--- src/rtl/sw_debounce_pkg.sv ---
// Shared defaults and sizing helpers for the slide-switch debouncer.
// Imported by the top level and by the per-bit debounce cell.
package sw_debounce_pkg;

  localparam int SW_WIDTH      = 32;
  localparam int SW_TICK_DIV   = 50000;
  localparam int SW_STABLE_CNT = 4;

  // Counter wide enough to hold 0..stable_cnt, never narrower than one bit.
  function automatic int cnt_width(input int stable_cnt);
    int w;
    w = $clog2(stable_cnt + 1);
    return (w < 1) ? 1 : w;
  endfunction

  // Prescaler wide enough to hold 0..tick_div-1, never narrower than one bit.
  function automatic int pre_width(input int tick_div);
    int w;
    w = $clog2(tick_div);
    return (w < 1) ? 1 : w;
  endfunction

endpackage

--- src/rtl/debounce_cell.sv ---
// One debounced switch bit: accepts a new level after STABLE_CNT consecutive
// differing sample ticks. o_level is registered; o_update flags the accepting edge.
module debounce_cell
  import sw_debounce_pkg::*;
#(
  parameter int STABLE_CNT = SW_STABLE_CNT
) (
  input  logic i_clk,
  input  logic i_reset,
  input  logic i_tick,
  input  logic i_level,
  output logic o_level,
  output logic o_update
);

  localparam int            CW       = cnt_width(STABLE_CNT);
  localparam logic [CW-1:0] CNT_LAST = CW'(STABLE_CNT - 1);

  logic [CW-1:0] cnt_q, cnt_d;
  logic          level_q, level_d;
  logic          update;

  always_comb begin
    cnt_d   = cnt_q;
    level_d = level_q;
    update  = 1'b0;
    if (i_tick) begin
      // Any tick that sees the accepted level throws away partial progress.
      if (i_level == level_q) begin
        cnt_d = '0;
      end else if (cnt_q == CNT_LAST) begin
        level_d = i_level;
        cnt_d   = '0;
        update  = 1'b1;
      end else begin
        cnt_d = cnt_q + CW'(1);
      end
    end
  end

  always_ff @(posedge i_clk or posedge i_reset) begin
    if (i_reset) begin
      cnt_q   <= '0;
      level_q <= 1'b0;
    end else begin
      cnt_q   <= cnt_d;
      level_q <= level_d;
    end
  end

  assign o_level  = level_q;
  assign o_update = update;

endmodule

--- src/rtl/sw_debounce.sv ---
// Slide-switch conditioner: 2-flop synchronizer, shared sample prescaler,
// per-bit debounce cells, and a registered any-bit-changed pulse.
module sw_debounce
  import sw_debounce_pkg::*;
#(
  parameter int WIDTH      = SW_WIDTH,
  parameter int TICK_DIV   = SW_TICK_DIV,
  parameter int STABLE_CNT = SW_STABLE_CNT
) (
  input  logic             i_clk,
  input  logic             i_reset,
  input  logic [WIDTH-1:0] i_sw_raw,
  output logic [WIDTH-1:0] o_sw,
  output logic             o_sw_changed
);

  localparam int            PW       = pre_width(TICK_DIV);
  localparam logic [PW-1:0] PRE_LAST = PW'(TICK_DIV - 1);

  logic [WIDTH-1:0] sync1_q, sync2_q;
  logic [PW-1:0]    pre_q, pre_d;
  logic             tick;
  logic [WIDTH-1:0] update;
  logic             changed_q, changed_d;

  always_ff @(posedge i_clk or posedge i_reset) begin
    if (i_reset) begin
      sync1_q <= '0;
      sync2_q <= '0;
    end else begin
      sync1_q <= i_sw_raw;
      sync2_q <= sync1_q;
    end
  end

  // With TICK_DIV=1 the prescaler sits at 0 and every cycle is a tick.
  assign tick  = (pre_q == PRE_LAST);
  assign pre_d = tick ? '0 : pre_q + PW'(1);

  always_ff @(posedge i_clk or posedge i_reset) begin
    if (i_reset) begin
      pre_q <= '0;
    end else begin
      pre_q <= pre_d;
    end
  end

  for (genvar g = 0; g < WIDTH; g++) begin : g_cell
    debounce_cell #(
      .STABLE_CNT(STABLE_CNT)
    ) u_cell (
      .i_clk   (i_clk),
      .i_reset (i_reset),
      .i_tick  (tick),
      .i_level (sync2_q[g]),
      .o_level (o_sw[g]),
      .o_update(update[g])
    );
  end

  assign changed_d = |update;

  always_ff @(posedge i_clk or posedge i_reset) begin
    if (i_reset) begin
      changed_q <= 1'b0;
    end else begin
      changed_q <= changed_d;
    end
  end

  assign o_sw_changed = changed_q;

endmodule

--- config.mk ---
export PLATFORM = sky130hd
export DESIGN_NAME = sw_debounce
export DESIGN_NICKNAME = d
export VERILOG_FILES = /design/src/rtl/sw_debounce_pkg.sv /design/src/rtl/debounce_cell.sv /design/src/rtl/sw_debounce.sv
export SDC_FILE = /design/constraint.sdc
export NUM_CORES = 1
export LEC_CHECK = 0
export CORE_ASPECT_RATIO = 2
export CORE_UTILIZATION = 59
export CTS_CLUSTER_SIZE = 28
export DETAILED_ROUTE_END_ITERATION = 12
export HOLD_SLACK_MARGIN = 0.03
export PLACE_DENSITY = 0.8
export SKIP_CTS_REPAIR_TIMING = 1
export SLEW_MARGIN = 40
export SYNTH_ARGS = -nofsm -noshare
export SYNTH_HDL_FRONTEND = slang
export SYNTH_HIERARCHICAL = 1
export SYNTH_SLANG_ARGS = --single-unit
--- constraint.sdc ---
create_clock -name i_clk -period 3.1 [get_ports i_clk]
set_input_delay 0.62 -clock i_clk [delete_from_list [all_inputs] [get_ports i_clk]]
set_output_delay 0.62 -clock i_clk [all_outputs]
set_load 0.05 [all_outputs]
==> metrics.txt <==
Post-Synth Adder-Cell Area=between 4 and 5%; crit path buf inv count=2; Setup Skew=0.0141 ns; share of post-route cells with drive strength above 1=12.3%; Worst path max stage delay=between 0.4 and 0.5 ns; Slew HR=between 50 and 60%; Peak Freq=approximately 0.37 GHz; met3 GRT Util=between 2 and 3%; Setup CP Type=reg2reg; Clock transition at path regs=0.06 ns; met2 Usage GRT=44.6%; area of the die=~0.016 sq mm; Rows=64; Setup crit end=o_sw_changed; GPL Wtd Cong=about 0.8; M1 GR Usage=approximately 26%; Vias/cell=5.52; R2R cell count=10; Final Setup Violations=0; RSZ-0062 raised after global routing=no; ant diodes=0; CP Max Fanout=43; antenna viol nets, final=0; antenna violations before repair=0; Comb power frac=2.9%; detailed-route via count=~6000; top-count cell post-synth=dfrtp_1; Final Hold Vio Count=0; Routed WL=18400 microns; Clock Power Share=43.1%; global-route usage over all layers=23.4%; Critical path origin=pre_q[0]; P_int=0.00410 W; Syn-to-layout area delta=17.1%; Main synth FF type=dfrtp_1; critical path's slowest cell=dfrtp_1; Slew @ Worst Pin=0.652 ns; GR Overflow Total=0; Root Buffer=clkbuf_16; multiplexer share of the synthesized area=5.30%; Synth Instances=a little under 800; Synth area leaders=dfrtp_1 56%, mux2_4 5.3%, ha_1 4.4%; nets=between 900 and 1000; largest family of logic cells by synthesized area=simple AND/OR/NAND/NOR gates; Top Usage Layer GRT=met2; capturing point of the worst reg2reg path=o_sw_changed; most frequent cells after synthesis=209 x dfrtp_1, 98 x inv_1, 64 x nand2b_1, 64 x o22ai_1, 41 x nor2_1; r2r setup slk=0.40 ns; final core occ=71.2%; post-synthesis simple-gate area fraction=19.2%; register area share after synthesis=55.9%; vias in the first global route=6639; total CTS buffers=19; net switching power=0.00108 W; Distinct cells, synth=31; status=complete, no violations; Post-synth EDFFs=0; later-pin clock latency in the skew report=0.49 ns; cell family with most CP delay=simple AND/OR/NAND/NOR gates; RR Startpoint=pre_q[0]; dpl cell area=approximately 0.010 sq mm; Die Y=between 150 and 200 microns; TritonCTS clock tree=done; Async S/R FF share, synth=between 90% and 100%; Yosys reg bits=approximately 210; largest net degree at the start of global routing=50; Pwr Density=473 mW/mm^2; Crit path required time=3.46 ns; CP Depth=10; first-pass GRT wire length=31000 microns; HPWL after DPL=13100 microns; Sinks on Clock Net=209; Lkg Pwr=5.10 nW; Bufs on Longest Clock Path=3; Synth Area in Compound Gates=6.85%; Tcrit/Tclk final=87.1%; post-DR wirelength/cell=between 15 and 20 microns; maxcap violations=0; area leader, netlist=dfrtp_1; Yosys warning count=6; share of power burned in registers=about 54%; H-Tree Level Count=1; DR DRC count=0; Post-Syn Area=approximately 0.0093 sq mm; Worst IR Drop VDD=roughly 0.50 mV; die width=91.0 microns; XOR/XNOR share of the synthesized area=under 10%; share of the synthesized area in the top cell type=55.9%; Net Count, Synth=853; design area=0.0110 sq mm; Initial Util=60.8%; First-pass DRT Iterations=5; Slew Limit Fails=0; Placed Cells=1058; Core Area=0.0154 sq mm; post-layout min period=2.70 ns; Worst Setup End Kind=flop; syn avg cell area=11.9 sq um; DRT iter0 DRCs=224; Fin Setup TNS=0 ns; Hold Path Class=in2async; crit-path cells=ha_1, and3_1, and4_4, buf_12, buf_4, nand3b_2, nor2_1, nor4_1, nand4_1, or2_2; WP data arrival=3.06 ns; IO Pins=67; non-filler instance count after layout=1090; crit path launch type=flop; switching share of power=a little over a fifth; IO Port Bufs=66
## cell families (layout without fill, tap and decap cells)
logic type,after synthesis,in the layout
compound gates,96,96
xor+xnor,45,45
fa+ha+maj,33,33
buf+inv,99,205
flops,209,209
mux,33,33
simple gates,271,271
## area by class of cell
cell class,instances,area [sq um]
sequential,209,5230
tap,198,248
inverter,98,370
clock buffer,30,577
multi-input combinational,478,3740
fill,1083,4420
timing repair buffer,75,773
clock inverter,2,10.0
## per-stage QoR
stage	hold WS, ns	worst slack (ns)	power (W)
global route	0.306	0.232	0.00535
detailed placement	0.336	0.402	0.00300
global placement	0.332	0.470	0.00299
CTS	0.267	0.391	0.00525
floorplan	0.331	0.400	0.00291
finish	0.239	0.399	0.00518
## how the worst min path moves through the flow
| stage | from | end | slack [ns] | depth (start not counted) |
|---|---|---|---|---|
| after floorplan | sync1_q[0] | sync2_q[0] | 0.33 | 0 |
| after global placement | sync1_q[7] | sync2_q[7] | 0.33 | 0 |
| after detailed placement | sync1_q[29] | sync2_q[29] | 0.34 | 0 |
| after CTS | i_reset | sync2_q[21] | 0.27 | 2 |
| after global routing | i_reset | sync2_q[21] | 0.31 | 2 |
| final | i_reset | sync2_q[21] | 0.24 | 2 |
## worst register-to-register path, cell delays in order, from the launching register on
cell and delay (ns):
dfrtp_1 0.42, ha_1 0.25, and3_1 0.22, and4_4 0.30, buf_12 0.25, buf_4 0.20, nand3b_2 0.11, nor2_1 0.05
nor4_1 0.31, nand4_1 0.15, or2_2 0.33
## layer usage
metal	up-vias	share of wire (%)	wire length, microns
li1	2823	-	-
met2	114	56	10300
met1	3031	38	6960
met4	0	3.7	689
met5	-	0	0
met3	45	2.7	504
## state kept, by name, indices dropped and copies added (netlist names)
register	cells
sync2_q	32
o_sw_changed	1
sync1_q	32
g_cell.u_cell/o_level	32
g_cell.u_cell/cnt_q	96
pre_q	16
## cell usage in the layout (no fill, tap or decap), types with 2 or more instances in the layout
master	instances
buf_12	4
or2b_1	32
buf_4	5
nor4_1	9
nand3b_2	32
nand2b_1	64
nand4_1	6
o22ai_1	64
nor3_1	2
xor2_1	7
xnor2_1	38
nand2_1	35
clkbuf_8	6
inv_1	97
o31ai_1	32
ha_1	33
clkbuf_1	5
clkinv_2	2
mux2_4	33
nor2_1	41
clkbuf_16	19
dfrtp_1	209
and2b_1	32
clkdlybuf4s50_1	65
nand3_1	5
## power groups by stage
stage	logic (W)	clock network (W)	registers [W]
floorplan	0.0000774	0	0.00284
global placement	0.000148	0	0.00284
detailed placement	0.000155	0	0.00284
CTS	0.000156	0.00230	0.00279
global route	0.000171	0.00238	0.00279
finish	0.000151	0.00223	0.00279
No activity file was read; power rests on OpenSTA's default activity.
